[src/rtl/bsg_nonsynth_wormhole_vcache_concentrator.sv]
// Wormhole concentrator between the vcache DMA links and the test memory.
// Forward packets from num_in_p links are arbitrated round-robin per packet onto
// one link; fill packets coming back are steered to the link named by header cid.
// Pure passthrough: no flit storage, only grant/index/count state per direction.
module bsg_nonsynth_wormhole_vcache_concentrator
  #(parameter int num_in_p        = 2
   ,parameter int wh_flit_width_p = 32
   ,parameter int wh_cord_width_p = 7
   ,parameter int wh_len_width_p  = 4
   ,parameter int wh_cid_width_p  = 2
   ,parameter bit debug_p         = 1'b0
   )
   (input  logic                                            clk_i
   ,input  logic                                            reset_i
   ,input  logic [num_in_p-1:0][wh_flit_width_p+2-1:0]      links_i
   ,output logic [num_in_p-1:0][wh_flit_width_p+2-1:0]      links_o
   ,input  logic [wh_flit_width_p+2-1:0]                    conc_link_i
   ,output logic [wh_flit_width_p+2-1:0]                    conc_link_o
   );

   // Link layout is {v, data, ready_and_rev}; header is the bsg_cache wh header flit,
   // packed from the LSB as cord, len, cid, src_cord, src_cid, opcode.
   localparam int link_w_lp     = wh_flit_width_p + 2;
   localparam int lg_lp         = $clog2(num_in_p);
   localparam int len_lo_lp     = wh_cord_width_p;
   localparam int cid_lo_lp     = len_lo_lp + wh_len_width_p;
   localparam int src_cid_lo_lp = cid_lo_lp + wh_cid_width_p + wh_cord_width_p;

   typedef enum logic [1:0] {e_reset, e_idle, e_busy} state_e;

   state_e                     r_fwd_state, r_ret_state;
   logic [lg_lp-1:0]           r_rr_ptr, r_fwd_grant, r_ret_idx;
   logic [wh_len_width_p-1:0]  r_fwd_cnt, r_ret_cnt;

   logic [num_in_p-1:0]                       w_in_v, w_in_ready;
   logic [num_in_p-1:0][wh_flit_width_p-1:0]  w_in_data;
   logic                                      w_conc_v, w_conc_ready;
   logic [wh_flit_width_p-1:0]                w_conc_data;
   logic                                      w_any_v;
   logic [lg_lp-1:0]                          w_rr_idx, w_rr_pick, w_fwd_src, w_ret_dst;
   logic                                      w_fwd_active, w_ret_active;
   logic                                      w_fwd_v, w_ret_ready, w_fwd_hs, w_ret_hs;
   logic [wh_flit_width_p-1:0]                w_fwd_data;

   // Split the packed links into their v / data / ready fields
   always_comb begin
      for (int k = 0; k < num_in_p; k++) begin
         w_in_v[k]     = links_i[k][link_w_lp-1];
         w_in_data[k]  = links_i[k][link_w_lp-2:1];
         w_in_ready[k] = links_i[k][0];
      end
      w_conc_v     = conc_link_i[link_w_lp-1];
      w_conc_data  = conc_link_i[link_w_lp-2:1];
      w_conc_ready = conc_link_i[0];
   end

   // Round-robin pick: first valid input at or after the pointer, independent of ready
   always_comb begin
      // NOTE: every variable gets a default first so no path leaves it unassigned (no latch).
      w_any_v   = 1'b0;
      w_rr_pick = r_rr_ptr;
      w_rr_idx  = r_rr_ptr;
      for (int i = num_in_p-1; i >= 0; i--) begin
         w_rr_idx = r_rr_ptr + lg_lp'(i);
         if (w_in_v[w_rr_idx]) begin
            w_any_v   = 1'b1;
            w_rr_pick = w_rr_idx;
         end
      end
   end

   // Path selection; all v/ready outputs are forced low during reset and the RESET cycle
   always_comb begin
      w_fwd_src    = (r_fwd_state == e_busy) ? r_fwd_grant : w_rr_pick;
      w_fwd_active = !reset_i && (((r_fwd_state == e_idle) && w_any_v) || (r_fwd_state == e_busy));
      w_fwd_v      = w_fwd_active && w_in_v[w_fwd_src];
      w_fwd_data   = w_in_data[w_fwd_src];
      w_ret_dst    = (r_ret_state == e_busy) ? r_ret_idx : w_conc_data[cid_lo_lp +: lg_lp];
      w_ret_active = !reset_i && ((r_ret_state == e_idle) || (r_ret_state == e_busy));
      w_ret_ready  = w_ret_active && w_in_ready[w_ret_dst];
      w_fwd_hs     = w_fwd_v && w_conc_ready;
      w_ret_hs     = w_conc_v && w_ret_ready;
      for (int k = 0; k < num_in_p; k++) begin
         links_o[k] = {w_ret_active && (w_ret_dst == lg_lp'(k)) && w_conc_v,
                       w_conc_data,
                       w_fwd_active && (w_fwd_src == lg_lp'(k)) && w_conc_ready};
      end
      conc_link_o = {w_fwd_v, w_fwd_data, w_ret_ready};
   end

   // Forward FSM: grant held for a whole packet, pointer advances past the winner at its end
   always_ff @(posedge clk_i) begin
      // NOTE: sequential state uses non-blocking assignments so every register sees pre-edge values.
      if (reset_i) begin
         r_fwd_state <= e_reset;
         r_rr_ptr    <= '0;
         r_fwd_grant <= '0;
         r_fwd_cnt   <= '0;
      end else begin
         unique case (r_fwd_state)
            e_reset: r_fwd_state <= e_idle;
            e_idle: if (w_fwd_hs) begin
               r_fwd_grant <= w_rr_pick;
               r_fwd_cnt   <= w_fwd_data[len_lo_lp +: wh_len_width_p];
               if (w_fwd_data[len_lo_lp +: wh_len_width_p] == '0)
                  r_rr_ptr <= w_rr_pick + 1'b1;
               else
                  r_fwd_state <= e_busy;
            end
            e_busy: if (w_fwd_hs) begin
               r_fwd_cnt <= r_fwd_cnt - 1'b1;
               if (r_fwd_cnt == wh_len_width_p'(1)) begin
                  r_fwd_state <= e_idle;
                  r_rr_ptr    <= r_fwd_grant + 1'b1;
               end
            end
            default: r_fwd_state <= e_reset;
         endcase
      end
   end

   // Return FSM: destination latched from header cid, held until the last fill flit
   always_ff @(posedge clk_i) begin
      if (reset_i) begin
         r_ret_state <= e_reset;
         r_ret_idx   <= '0;
         r_ret_cnt   <= '0;
      end else begin
         unique case (r_ret_state)
            e_reset: r_ret_state <= e_idle;
            e_idle: if (w_ret_hs) begin
               r_ret_idx <= w_ret_dst;
               r_ret_cnt <= w_conc_data[len_lo_lp +: wh_len_width_p];
               if (w_conc_data[len_lo_lp +: wh_len_width_p] != '0)
                  r_ret_state <= e_busy;
            end
            e_busy: if (w_ret_hs) begin
               r_ret_cnt <= r_ret_cnt - 1'b1;
               if (r_ret_cnt == wh_len_width_p'(1))
                  r_ret_state <= e_idle;
            end
            default: r_ret_state <= e_reset;
         endcase
      end
   end

   // A forward header must carry its own link index in the low bits of src_cid
   assert property (@(posedge clk_i) disable iff (reset_i)
      ((r_fwd_state == e_idle) && w_fwd_hs) |-> (w_fwd_data[src_cid_lo_lp +: lg_lp] == w_rr_pick))
      else $error("forward header src_cid does not match input link index");

   if (wh_cid_width_p > lg_lp) begin : g_cid_range
      // A wider cid space must never name a link that does not exist
      assert property (@(posedge clk_i) disable iff (reset_i)
         ((r_ret_state == e_idle) && w_conc_v) |->
            (w_conc_data[cid_lo_lp +: wh_cid_width_p] < wh_cid_width_p'(num_in_p)))
         else $error("return header cid out of range");
   end

   if (debug_p) begin : g_debug
      // Header handshakes in both directions show up in the coverage report
      cover property (@(posedge clk_i) disable iff (reset_i) (r_fwd_state == e_idle) && w_fwd_hs);
      cover property (@(posedge clk_i) disable iff (reset_i) (r_ret_state == e_idle) && w_ret_hs);
   end

endmodule

[config.mk]
export PLATFORM = sky130hd
export DESIGN_NAME = bsg_nonsynth_wormhole_vcache_concentrator
export DESIGN_NICKNAME = d
export VERILOG_FILES = /design/src/rtl/bsg_nonsynth_wormhole_vcache_concentrator.sv
export SDC_FILE = /design/constraint.sdc
export NUM_CORES = 1
export LEC_CHECK = 0
export CAP_MARGIN = 20
export CORE_UTILIZATION = 27
export DETAILED_ROUTE_END_ITERATION = 10
export HOLD_SLACK_MARGIN = 0.06
export PLACE_DENSITY = 0.81
export SYNTH_ARGS = -nofsm -noshare
export SYNTH_HDL_FRONTEND = slang
export SYNTH_SLANG_ARGS = --single-unit
[constraint.sdc]
create_clock -name clk_i -period 1.9 [get_ports clk_i]
set_input_delay 0.38 -clock clk_i [delete_from_list [all_inputs] [get_ports clk_i]]
set_output_delay 0.38 -clock clk_i [all_outputs]
set_load 0.05 [all_outputs]
== After elaboration in Yosys (flattened, before gate mapping) ==
Cells that the tools add are included.
Word-level totals
  register bits: 15
  input bits: 104
  logic and storage cells: 101
Cells by class
  $add $sub $neg: 5
  $lt $le $gt $ge: 4
  eq/ne operators: 15
  mux-type cells: 37
  bitwise logic cells: 2
  reduce and logical (&&, ||, !) cells: 31
Operators by type and width (count)
  32-bit 2-to-1 mux: 2
  1-bit 2-to-1 mux: 18
  2-bit 2-to-1 mux: 8
  4-bit 2-to-1 mux: 4
  4-bit one-hot mux with 2 select lines: 2
  1-bit logical AND: 15
  2-bit one-hot mux with 3 select lines: 2
  2-bit != test, second input constant: 5
  4-bit by 1-bit equality test with 1-bit output, second input constant: 2
  1-bit by 2-bit < comparator with 1-bit output, second input constant: 4
  2-bit by 1-bit != test with 1-bit output, second input constant: 4
  4-bit AND reduction: 2
  4-bit by 1-bit subtractor with 4-bit output, second input constant: 2
  3-bit AND reduction: 2
  5-bit AND reduction: 1
  2-bit by 1-bit equality test with 1-bit output, second input constant: 2
  2-bit equality test, second input constant: 2
  2-bit zero test: 2
  4-bit zero test: 1
  2-bit AND reduction: 2
  2-bit nonzero test: 2
  4-bit nonzero test: 1
  1-bit adder, second input constant: 3
  1-bit logical OR: 2
  3 further kinds: 4

== Longest topological paths before layout ==
  depth in word-level cells: 12
  mapped depth: 8

== Worst setup path before layout ==
OpenSTA, ideal clock, no wires.
  path type: input to output
  start: in links_i[67] in the netlist's numbering
  end: out conc_link_o[12]
  arrival time: 1.726 ns
  slack: -0.206 ns
  cell stages on the path: 5
  buffers on the path: 1
  path through: nand2b_1 -> a21o_1 -> mux2i_4 -> buf_6 -> mux2_2
On the way
  cells in the longest elaborated chain, start to end: 7
  elaborated cells between the ends (all ways): 9
  those cells by class: 9 x mux
RTL lines
  start, declared: line 15  | ,input logic [num_in_p-1:0][wh_flit_width_p+2-1:0] links_i
  1-bit 2-to-1 mux (not written as such) (2 in a row): line 65  | if (w_in_v[w_rr_idx]) begin
  1-bit 2-to-1 mux: line 65
  1-bit 2-to-1 mux *: line 65
  1-bit 2-to-1 mux *: line 74  | w_fwd_src = (r_fwd_state == e_busy) ? r_fwd_grant : w_rr_pick;
  32-bit 2-to-1 mux (not written as such) * (2 in a row): line 77  | w_fwd_data = w_in_data[w_fwd_src];
  end, declared: line 18  | ,output logic [wh_flit_width_p+2-1:0] conc_link_o
Mark *: on every way between the ends. The rest lies on a longest branch, timed or not. The select of a mux whose other input is x is not followed.

== Worst setup path in the final report ==
  start: in links_i[67] in the netlist's numbering
  end: out conc_link_o[27]
Same word-level chain as after synthesis.

==> impl_metrics.toml <==
[die]
die_y_um = 89.42
initial_core_util_pct = 28.14
rows = 31
dieArea_um2 = 7995
ios = 206
core_area_um2 = 7331
fp.dieW_um = 89.42

[placement]
pre_cts_ws_ps = -757.2
hpwl_um = 5257
port_buffers = 124
gp_congestion = 0.8244
dp.cells = 433

[clock_network]
cts_buffers = 3
cts_tree = "done"
hold_buffers = 0
clk_path_buf_depth = 2
clk_pin_slew_ps = 60
insertion_delay_ps = 240
htreeDepth = 1
cts.sinks = 15
cts-root-buf = "clkbuf_8"

[sta]
fin_crit_ps = 2193
worstMarginPinSlew_ps = 505.6
rsz0062_at_grt = "yes"
hold_viol_final = 0
fmax_ghz = 0.4561
slew_violations = 0
fin_crit_sh_pct = 115.4
holdWs_ps = 499.7
setup_viol_count_final = 38
max-slew-margin-rel_pct = 65.99
finalWorstSetupSlack_ps = -292.5
skew_ps = 1.316
tns_ps = -8606

[yosys]
synthCells = 245
syn_area_um2 = 2063
seq_area_frac_synth_pct = 14.55
async_flop_share_pct = 0
ys_warn_count = 0
syn_area_per_cell_um2 = 8.421
syn_nets = 357
synth_edf_count = 0
ys.flop_type = "dfxtp_1"
synth_cell_types = 45
ys_ff_latch = 15

[final_layout]
mostFrequentLayoutCells = "72 x clkdlybuf4s50_1, 45 x buf_4, 33 x mux2_4, 27 x buf_6, 20 x buf_12"
regArea_um2 = 305.3
stdcell_count = 454
diodes = 0
drive_gt1_share_pct = 49.30
multiInputGateArea_um2 = 1414
fillers = 588
final_nets = 468
area_growth_pct = 90.90
final_common_cell = "clkdlybuf4s50_1"

[worst_setup_path]
slowest_delay_ps = 310
cp_num_buf_inv = 5
r2r_end = "r_fwd_cnt[1]"
critical_path_class = "primary input to output pin"
arrival_ps = 1810
r2r_cells = 9
worstPathRequired_ps = 1520
worstPathCellList = "buf_6, nand2b_4, a21o_1, mux2i_4, buf_12, buf_12, buf_16, mux2_4, buf_8"
end_kind = "output pin"
start_kind = "primary input"
path_delay_family = "buffers and inverters"
r2r_start = "r_fwd_state[0]"
rrSetupSlack_ps = -20
crit_fanout = 7
path_common_cell = "buf_12"
crit_slowest_cell = "mux2_4"

[global_route]
grt-busiest-layer = "met2"
gr-total-overflow = 0
met2_usage_pct = 35.11
use_met3_pct = 4.155
grt_antenna_before_repair = 0
gr-usage-met1_pct = 15.66
grt_max_degree = 12
grt_pass1_wl_um = 10650
grt_usage_pct = 17.34
grt_pass1_vias = 2267

[drt]
avgRoutedWirePerCell_um = 15.74
drt-total-wl_um = 7147
first_pass_iters = 4
drtIter0Drc = 55
antenna_left = 0
avgViaCountPerCell = 4.767
vias = 2164
drc = 0

[power]
p_leak_nw = 1.757
power.density_nw_per_um2 = 508.7
peakVddDrop_uv = 357.4

[worst_hold_path]
holdPathStages = 2
holdPathEnd = "r_ret_cnt[3]"
min_from = "r_ret_cnt[3]"
hp-class = "register to register"

[flow_run]
maxCapViolCount = 0

[outcome]
status = "finished with violations"
violations = "negative setup slack"
area by class of cell:
cell class	count	share of cell area, %
Sequential cell	15	7.751
Timing Repair Buffer	180	50.92
Multi-Input combinational cell	144	35.90
Tap cell	99	3.145
Inverter	12	1.144
Clock buffer	4	1.144
worst max-delay path by stage:
stage / from / to / depth (start not counted)
3_3_place_gp: links_i[33] / conc_link_o[3] / 7
6_report: links_i[67] / conc_link_o[27] / 9
5_1_grt: r_fwd_state[0] / conc_link_o[27] / 7
3_5_place_dp: links_i[33] / conc_link_o[4] / 7
2_1_floorplan: links_i[67] / conc_link_o[12] / 5
4_1_cts: links_i[67] / conc_link_o[31] / 9
kinds of logic (layout without fill, tap and decap cells):
kind of cell | count (synthesis) | after routing | share of synthesized area, %
adder cells (fa/ha/maj) | 8 | 8 | 4.852
multiplexers | 42 | 42 | 23.65
flip-flops | 15 | 15 | 14.55
buffers and inverters | 86 | 196 | 28.87
AND/OR/NAND/NOR | 53 | 53 | 13.34
AO/OA/AOI/OAI | 41 | 41 | 14.74
layer usage:
layer | vias to the layer above | part of all wire (%)
li1 | 1026 | -
met1 | 992 | 34
met2 | 123 | 54
met3 | 23 | 8.9
met4 | 0 | 3.8
met5 | - | 0
state kept, by name (all words and copies together) (netlist names):
name         flops
r_fwd_state      2
r_ret_cnt        4
r_ret_idx        1
r_rr_ptr         1
r_ret_state      2
r_fwd_grant      1
r_fwd_cnt        4
worst reg2reg max path: cells and delay by family, from the launching register on:
kind	cells	cell delay, ps
AO/OA/AOI/OAI	1	160
AND/OR/NAND/NOR	1	140
flip-flops	1	320
buffers and inverters	5	640
multiplexers	2	560
synth_stat cells (all sizes together) (2+ instances only):
cell type	instances	area share, %
nor2b	4	1.2
nor4	5	1.5
buf	71	26
o211a	2	0.97
clkbuf	3	0.55
mux2i	7	4.2
nand2	9	1.6
a2bb2oi	2	0.85
nand4b	2	0.85
a32o	2	0.97
a21oi	8	1.9
nor2	13	2.4
a22oi	2	0.73
dfxtp	15	15
a211oi	2	0.73
o21ai	8	2.1
inv	12	2.2
nor3	4	0.97
a31o	4	1.7
mux2	35	19
o221a	2	1.1
a21o	2	0.73
ha	8	4.9
o32ai	2	0.85
nand3	7	1.7
nand2b	3	0.91
report_power, final:
group	leakage, nW	internal [W]	switching [W]
Combinational	1.61	0.000719	0.000660
Sequential	0.123	0.000343	0.0000197
Clock	0.0228	0.000148	0.000113
metrics by stage:
stage	instance area [µm²]	util, %	total power [W]
final	3939	53.73	0.002004
after CTS	3850	52.52	0.001949
after floorplan	2188	-	0.001336
after global placement	3376	46.05	0.001472
after global routing	3939	53.73	0.002111
after detailed placement	3376	46.05	0.001488
timing repair:
item | 4_1_cts | 5_1_grt
buffers inserted | 9 | 9
gates cloned | 3 | 0
gates resized for setup | 78 | 17
setup endpoints to repair | 47 | 41
pin swaps | 5 | 5
(Power assumes the default switching activity.)
